### src/rtl/renkon_sched.sv
// renkon_sched: job-level loop-nest scheduler sequencing weight load, convolution and write-out per pass
module renkon_sched #(
    parameter int CORE   = 8,
    parameter int LWIDTH = 10
) (
    input  logic              clk,
    input  logic              rst,
    input  logic              req,
    input  logic [LWIDTH-1:0] total_out,
    input  logic [LWIDTH-1:0] total_in,
    output logic              ack,
    output logic              ker_start,
    input  logic              ker_done,
    output logic              conv_start,
    input  logic              conv_done,
    output logic              out_start,
    input  logic              out_done,
    output logic              first_in,
    output logic              last_in,
    output logic [LWIDTH-1:0] out_base,
    output logic [LWIDTH-1:0] in_idx,
    output logic [LWIDTH-1:0] out_num
);
    typedef enum logic [2:0] {IDLE, WLOAD, WWAIT, CONV, CWAIT, OUT, OWAIT} state_t;
    localparam logic [LWIDTH:0] CORE_X = (LWIDTH + 1)'(CORE);
    state_t state;
    logic [LWIDTH-1:0] tot_out, tot_in;
    logic [LWIDTH:0] base_x, rem;
    logic busy, pass_last, tile_last;
    // Tile arithmetic is one bit wider so out_base+CORE never wraps.
    assign busy      = state != IDLE;
    assign base_x    = {1'b0, out_base};
    assign rem       = {1'b0, tot_out} - base_x;
    assign tile_last = base_x + CORE_X >= {1'b0, tot_out};
    assign pass_last = in_idx == tot_in - LWIDTH'(1);
    assign ack        = !busy;
    assign ker_start  = state == WLOAD;
    assign conv_start = state == CONV;
    assign out_start  = state == OUT;
    assign first_in   = busy && in_idx == '0;
    assign last_in    = busy && pass_last;
    assign out_num    = !busy ? '0 : rem > CORE_X ? LWIDTH'(CORE) : rem[LWIDTH-1:0];
    always_ff @(posedge clk or posedge rst) begin
        if (rst) begin
            state    <= IDLE;
            tot_out  <= '0;
            tot_in   <= '0;
            out_base <= '0;
            in_idx   <= '0;
        end else begin
            case (state)
                IDLE: if (req && total_out != '0 && total_in != '0) begin
                    tot_out  <= total_out;
                    tot_in   <= total_in;
                    out_base <= '0;
                    in_idx   <= '0;
                    state    <= WLOAD;
                end
                WLOAD: state <= WWAIT;
                WWAIT: if (ker_done) state <= CONV;
                CONV:  state <= CWAIT;
                CWAIT: if (conv_done) begin
                    if (pass_last) state <= OUT;
                    else begin
                        in_idx <= in_idx + LWIDTH'(1);
                        state  <= WLOAD;
                    end
                end
                OUT: state <= OWAIT;
                OWAIT: if (out_done) begin
                    if (tile_last) state <= IDLE;
                    else begin
                        out_base <= out_base + LWIDTH'(CORE);
                        in_idx   <= '0;
                        state    <= WLOAD;
                    end
                end
                default: state <= IDLE;
            endcase
        end
    end
endmodule

### config.mk
export PLATFORM = sky130hd
export DESIGN_NAME = renkon_sched
export DESIGN_NICKNAME = d
export VERILOG_FILES = /design/src/rtl/renkon_sched.sv
export SDC_FILE = /design/constraint.sdc
export NUM_CORES = 1
export LEC_CHECK = 0
export CAP_MARGIN = 20
export CORE_MARGIN = 2
export CORE_UTILIZATION = 30
export CTS_CLUSTER_SIZE = 12
export DETAILED_ROUTE_END_ITERATION = 16
export GPL_ROUTABILITY_DRIVEN = 0
export PLACE_DENSITY = 0.57
export SYNTH_ARGS = -nofsm -noshare
export SYNTH_HDL_FRONTEND = slang
export SYNTH_SLANG_ARGS = --single-unit
### constraint.sdc
create_clock -name clk -period 4 [get_ports clk]
set_clock_uncertainty 0.1 [all_clocks]
set_input_delay 0.4 -clock clk [delete_from_list [all_inputs] [get_ports clk]]
set_output_delay 0.4 -clock clk [all_outputs]
set_load 0.05 [all_outputs]
* Word level (Yosys, flattened, before mapping)
Index checks and enable logic that the tools add are counted.
Word-level totals: input port bits 26, output and inout bits 36, flip-flop bits (word level) 43, logic and storage cells 59
Cells by class: muxes and demuxes 18, add/sub/neg operators 5, equal/unequal tests 13, reduce and logical (&&, ||, !) cells 16, order comparisons 2
Operators by type and width (count):
- 10-bit 2-to-1 mux | 9
- 10-bit case mux with 3 select lines | 1
- 3-bit case mux with 7 select lines | 1
- 10-bit case mux with 2 select lines | 1
- 10-bit nonzero test | 2
- 3-bit 2-to-1 mux | 5
- 2-bit inequality test (second input constant) | 6
- 10-bit by 4-bit adder with 11-bit output (second input constant) | 1
- 11-bit by 10-bit greater-or-equal comparator with 1-bit output | 1
- 11-bit by 4-bit greater-than comparator with 1-bit output (second input constant) | 1
- 10-bit by 10-bit subtractor with 11-bit output | 1
- 10-bit by 1-bit adder with 10-bit output (second input constant) | 1
- 10-bit by 4-bit adder with 10-bit output (second input constant) | 1
- 10-bit == test | 1
- 10-bit logical NOT | 1
- 10-bit by 1-bit subtractor with 10-bit output (second input constant) | 1
- 3-bit == test (second input constant) | 3
- 4-bit AND reduction | 2
- 3-bit by 2-bit == test with 1-bit output (second input constant) | 2
- 6-bit AND reduction | 1
- 3-bit nonzero test | 2
- 1-bit logical AND | 4
- 3-bit by 1-bit == test with 1-bit output (second input constant) | 1
- 3-bit logical NOT | 1
- 4 further kinds | 4

* Depth between registers and ports, before layout
Gate-level depths: netlist (run 1).
depth after elaboration 5, gate-level depth with buffers 12, depth with buffers taken out 11

* Least setup slack after synthesis (run 1)
OpenSTA, ideal clock, no wires.
path type flip-flop to output port, start point register tot_in[0], end point output port last_in, path slack 589 ps, required time 3500 ps, cell stages (with the launch flop) 6, arrival 2911 ps, path buffers 0, cells stage by stage dfrtp_1 or4_4 o21a_1 or4b_1 and3_4 nor3_1
On the way: longest elaborated chain between the ends 3
RTL lines:
- from (decl) | line 27 | logic [LWIDTH-1:0] tot_out, tot_in;
- from (signal assigned) | line 54 | tot_in <= total_in;
- 10-bit by 1-bit subtractor with 10-bit output | line 35 | assign pass_last = in_idx == tot_in - LWIDTH'(1);
- 10-bit == test | line 35
- 1-bit logical AND | line 41 | assign last_in = busy && pass_last;
- to (decl) | line 19 | output logic last_in,
Every way passes these cells.

* Final worst setup path (run 1)
Same ends and word-level chain as after synthesis.

==> reports/results.txt, run 1 <==
Core ar.: 9770 um2
final setup vio count: 0
EDFF count, synth: 0
mux share of post-synthesis cell area: 9.52%
share of cells above drive strength 1: 10.4%
post-DP HPWL: 5860 um
Post-Place Setup Slack: 0.505 ns
Pins Over Slew Limit: 0
most common library cell in the layout ignoring fill and taps: clkdlybuf4s50_1
# diodes: 0
vias: 2612
Final TNS setup: 0 ns
maxcap violations: 0
CP Data Required Time: 3.50 ns
Leakage: 1.67 nW
xor/xnor cell area share of the yosys netlist: 5.79%
Core Rows: 36
CTS Root Cell: clkbuf_8
Core Util, Final: 38.5%
Initial Util: 30.9%
min-delay worst type: in2async
Syn Inst Count: 334
register area share after synthesis: 33.1%
CTS buffer count: 5
largest net degree at the start of global routing: 22
grt met1 use: 19.5%
drt pass-1 iters: 4
Max Clk Rate: 263 MHz
die area: 10900 um2
adder-cell share of the synthesized area: 8.28%
vias in the first global route: 2479
most frequent cells in the layout: clkdlybuf4s50_1 (50), dfrtp_1 (40), nor2_1 (30)
Top FF cell, synth: dfrtp_1
CP Cell Sequence: or4_4 -> o21a_1 -> or4b_1 -> and3_4 -> nor3_1 -> clkdlybuf4s50_1
Pwr Density: 650 nW/um2
TritonCTS clock tree: yes
clk_lat worst skew: 0.30 ns
Async S/R FF share, synth: 100%
Via density: 5.05
Fin Hold WS: 0.448 ns
Die Span Y: 104 um
Top delay family on crit path: simple AND/OR/NAND/NOR gates
worst-path maximum fanout: 5
clock-pin slew on the worst setup and hold paths: 0.09 ns
Residual DRC: 0
Global Route Usage Sum: 14.2%
cell total after placement: 509
Post-Syn Area: 3020 um2
post-synthesis simple-gate area fraction: 20.9%
fillcell total: 1000
Synth Area in Compound Gates: 14.7%
area growth from synthesis to layout: 24.3%
Worst Setup Start Kind: flop
gr busiest metal: met2
gr ovfl total: 0
synth unique cells: 54
nets@finish: 429
htree depth: 2
DRT antenna net count: 0
setup ws final: 0.196 ns
status: finished, final reports clean
Clock Tree Buf Depth: 2
Total Wirelength: 7530 um
Fin. Hold Viols: 0
Crit. End Element: primary output
CP arrival: 3.30 ns
I/O pin count: 62
antenna violations before repair: 0
crit path max-delay cell type: clkdlybuf4s50_1
Final period util: 95.1%
worst slew pin tran: 0.858 ns
CTS Sinks: 40
final cell count without fillers: 517
slew margin rel.: 42.7%
Worst Path Buf+Inv: 1
number of I/O port buffers: 52
M2 GR Usage: 23.0%
Period minus WS final: 3.80 ns
M3 GR Usage: 3.13%
Avg Cell Area, Syn: 9.05 um2
Worst VDD drop: 0.211 mV
RSZ-0062 raised after global routing: no
drt initial violations: 105
wire per inst: 14.6 um
CP max stage delay: 0.85 ns
die width: 104 um
synth warn: 0
global-route wire length before repair: 12500 um
main combinational cell family by area after synthesis: simple AND/OR/NAND/NOR gates
Yosys reg bits: 40
Crit Path Class: reg2out
[timing repair]
item                                    4_1_cts  5_1_grt
hold endpoints to repair                      0        0
hold buffers                                  0        0
endpoints found under the setup margin        0        2
resized for setup                             0        2
buffers inserted                              0        0
[path summary, 6_finish.rpt]
path	start	to	slack (ns)	depth (start not counted)
setup / recovery	tot_in[0]	last_in	0.20	6
hold / removal	rst	tot_in[5]	0.45	2
setup reg to reg	out_base[5]	in_idx[9]	0.64	11
hold reg to reg	tot_in[9]	tot_in[9]	0.47	1
max in group asynchronous	rst	state[1]	2.57	3
min in group clk	tot_in[9]	tot_in[9]	0.47	1
[cells in the mapped netlist, types with 2 or more instances]
master    instances  area, um2
o31ai_1          12       90.1
buf_2             2       10.0
o21bai_1          2       15.0
or4b_1            2       20.0
nand3b_1          3       22.5
a211o_1           2       17.5
and2_1            4       25.0
inv_1            25       93.8
buf_4            10       75.1
mux2_2           22        248
nor4_1            8       50.1
nor2b_1           2       12.5
o21a_1            3       22.5
dfrtp_1          40       1000
or2_2             3       18.8
o41ai_1           2       17.5
nand2b_1          3       18.8
clkbuf_1          8       30.0
o211ai_1          2       15.0
a22o_1            5       43.8
a211oi_1          2       15.0
a21oi_1          10       50.1
nor3_1            7       35.0
and3_1            6       37.5
o21ai_1           8       40.0
nor2_1           30        113
nor4b_1           2       17.5
mux2i_1           4       40.0
nand3_1          11       55.1
nand2_1          19       71.3
conb_1            2       7.51
nor3b_1           2       15.0
o21ai_0           5       25.0
ha_1             20        250
a31oi_1           5       31.3
or3_1             2       12.5
a21o_1            2       15.0
xor2_1            8       70.1
xnor2_1          12        105
nand4_1           3       18.8
[layout make-up]
| type | instances | area (um2) | share of cell area (%) |
|---|---|---|---|
| clock inverter | 2 | 38.8 | 1.03 |
| tap | 133 | 166 | 4.43 |
| clock buffer | 6 | 82.6 | 2.20 |
| sequential | 40 | 1000 | 26.6 |
| multi-input combinational | 256 | 1830 | 48.6 |
| timing repair buffer | 55 | 548 | 14.6 |
| inverter | 25 | 93.8 | 2.50 |
[worst register-to-register path, cell delays in order, from the launching register on]
cell	delay [ns]
dfrtp_1	0.49
nand4_1	0.17
or2_2	0.34
xnor2_1	0.18
ha_1	0.28
a21o_1	0.17
a21oi_1	0.19
o211ai_1	0.18
a32oi_1	0.28
nand2_1	0.11
or2_2	0.41
o41ai_1	0.35
[kinds of logic (layout without fill, tap and decap cells)]
logic type,after synthesis,after routing
buf+inv,47,88
mux,26,26
compound gates,65,65
simple gates,114,114
fa+ha+maj,20,20
flops,40,40
other cells,2,11
xor+xnor,20,20
[layer usage]
layer  part of all wire, %  wire [um]  vias up
li1                      -          -     1282
met1                    49       3660     1262
met2                    47       3510       57
met3                   3.5        264       11
met4                   1.3        101        0
met5                     0          0        -
[power breakdown]
part           internal, mW  switching (mW)
Clock                 0.204           0.152
Sequential            0.533           0.194
Combinational         0.596           0.763
Total                  1.33            1.11
[per-stage QoR]
stage / power (mW) / instance area, um2
floorplan: 1.75 / 3060
global placement: 2.05 / 3630
detailed placement: 2.09 / 3630
CTS: 2.45 / 3750
global route: 2.64 / 3760
finish: 2.44 / 3760
[sequential cells by signal, indices dropped and copies added, names as in the netlist]
signal    cells
tot_out      10
in_idx       10
out_base      7
tot_in       10
state         3
Power figures use the tool's default switching activity.
==> run 2: changes to the inputs <==
- REMOVE_ABC_BUFFERS: not set -> 1
- SLEW_MARGIN: not set -> 0
- clock period: 4 -> 3.7 ns (I/O delays scaled with it)
==> run 2 against run 1 <==
Critical path depth grew 5. Non-clock buffer count grew 1. Flip-flop and latch count is the same. Clock power grew 41%. Count of clock-buffer cells in the layout shrank 1. Via count shrank 2.9%.
==> reports/results.txt, run 2 (same netlist as run 1, synthesis figures left out) <==
total power: 2.73 mW
CP Data Required Time: 3.76 ns
largest net degree at the start of global routing: 41
post-DP HPWL: 5690 um
CTS buffer count: 5
I/O pin count: 62
clock-pin slew on the worst setup and hold paths: 0.09 ns
wire per inst: 14.1 um
area growth from synthesis to layout: 25.4%
Total Wirelength: 7300 um
Leakage: 1.67 nW
# diodes: 0
worst-path maximum fanout: 10
global-route wire length before repair: 12600 um
min-delay worst type: in2async
CTS Root Cell: clkbuf_8
Seq. cell area: 1000 um2
Fin. Hold Viols: 0
Core Rows: 36
most common library cell in the layout ignoring fill and taps: clkdlybuf4s50_1
die width: 104 um
antenna violations before repair: 0
setup ws final: 0.343 ns
Crit Path Class: reg2reg
Fin Hold WS: 0.398 ns
DP Area: 3630 um2
most frequent cells in the layout: clkdlybuf4s50_1 (47), dfrtp_1 (40), nor2_1 (30)
Crit. End Element: flop
Die Span Y: 104 um
TritonCTS clock tree: yes
Core Util, Final: 38.8%
gr ovfl total: 0
Worst Setup Start Kind: flop
slew margin rel.: 60.0%
drt pass-1 iters: 4
Core ar.: 9770 um2
Multi-input gate area: 1830 um2
die area: 10900 um2
Worst VDD drop: 0.217 mV
CTS Sinks: 40
final setup vio count: 0
nets@finish: 430
Post-Place Setup Slack: 0.364 ns
maxcap violations: 0
share of cells above drive strength 1: 11.7%
worst slew pin tran: 0.598 ns
CP arrival: 3.42 ns
status: finished, final reports clean
Period minus WS final: 3.36 ns
clk_lat worst skew: 0.29 ns
Pwr Density: 721 nW/um2
crit path from: out_base[6]
final cell count without fillers: 518
drt initial violations: 89
Max Clk Rate: 298 MHz
Final period util: 90.7%
Initial Util: 30.9%
Final TNS setup: 0 ns
design area: 3790 um2
vias: 2536
htree depth: 2
Post-CTS Setup Inserts: 0
RSZ-0062 raised after global routing: no
Clock Tree Buf Depth: 2
fillcell total: 986
number of I/O port buffers: 52
DRT antenna net count: 0
cell total after placement: 510
vias in the first global route: 2521
Residual DRC: 0
biggest regs: in_idx: 10 flops, tot_in: 10 flops, tot_out: 10 flops
Via density: 4.90
Pins Over Slew Limit: 0
Global Route Usage Sum: 13.9%
worst r2r src: out_base[6]
## run 2: changes by cell type in the layout (fill, tap and decap cells not counted), sizes merged
| cell | before | now |
|---|---|---|
| bufinv | 1 | 3 |
| clkbuf | 6 | 5 |
| dlymetal6s2s | 2 | 1 |
| buf | 3 | 8 |
| clkinv | 1 | 0 |
| clkdlybuf4s50 | 50 | 47 |
## run 2: cell type report
cell class,count,share of cell area (%)
Timing Repair Buffer,56,14.3
Inverter,25,2.48
Multi-Input combinational cell,256,48.2
Tap cell,133,4.39
Clock buffer,5,1.82
Sequential cell,40,26.4
Clock inverter,3,2.38
## run 2: what timing repair did
| item | CTS | global route |
|---|---|---|
| hold buffers | 0 | 0 |
| endpoints found under the setup margin | 0 | 1 |
| resized for setup | 0 | 1 |
## run 2: final timing paths
kind | endpoint | slack [ns] | cells after the start
max in group asynchronous | tot_out[1] | 2.73 | 3
setup reg to reg | in_idx[8] | 0.34 | 11
hold / removal | in_idx[1] | 0.40 | 3
setup / recovery | in_idx[8] | 0.34 | 11
min in group clk | tot_out[3] | 0.44 | 1
hold reg to reg | tot_out[3] | 0.44 | 1
## run 2: per-layer routing
layer / GRT usage (%) / vias to the layer above / wire, um
met5: 0 / - / 0
met4: 2.90 / 0 / 44
met3: 1.88 / 2 / 220
met2: 22.7 / 46 / 3440
met1: 19.6 / 1210 / 3590
li1: - / 1278 / -
## run 2: where the power goes
group	leakage, nW	switching (mW)	internal (mW)
combinational	1.08	0.810	0.644
sequential	0.511	0.204	0.577
clock	0.0784	0.163	0.338
total	1.67	1.18	1.56
## run 2: worst max-delay path, stage by stage (launching register included)
cell and delay, ns:
dfrtp_1 0.48, nand4_1 0.17, or2_2 0.35, xnor2_1 0.14, ha_1 0.29, a21o_1 0.16, a21oi_1 0.17, o211ai_1 0.16
a32oi_1 0.28, nand2_1 0.10, or2_2 0.41, o41ai_1 0.40
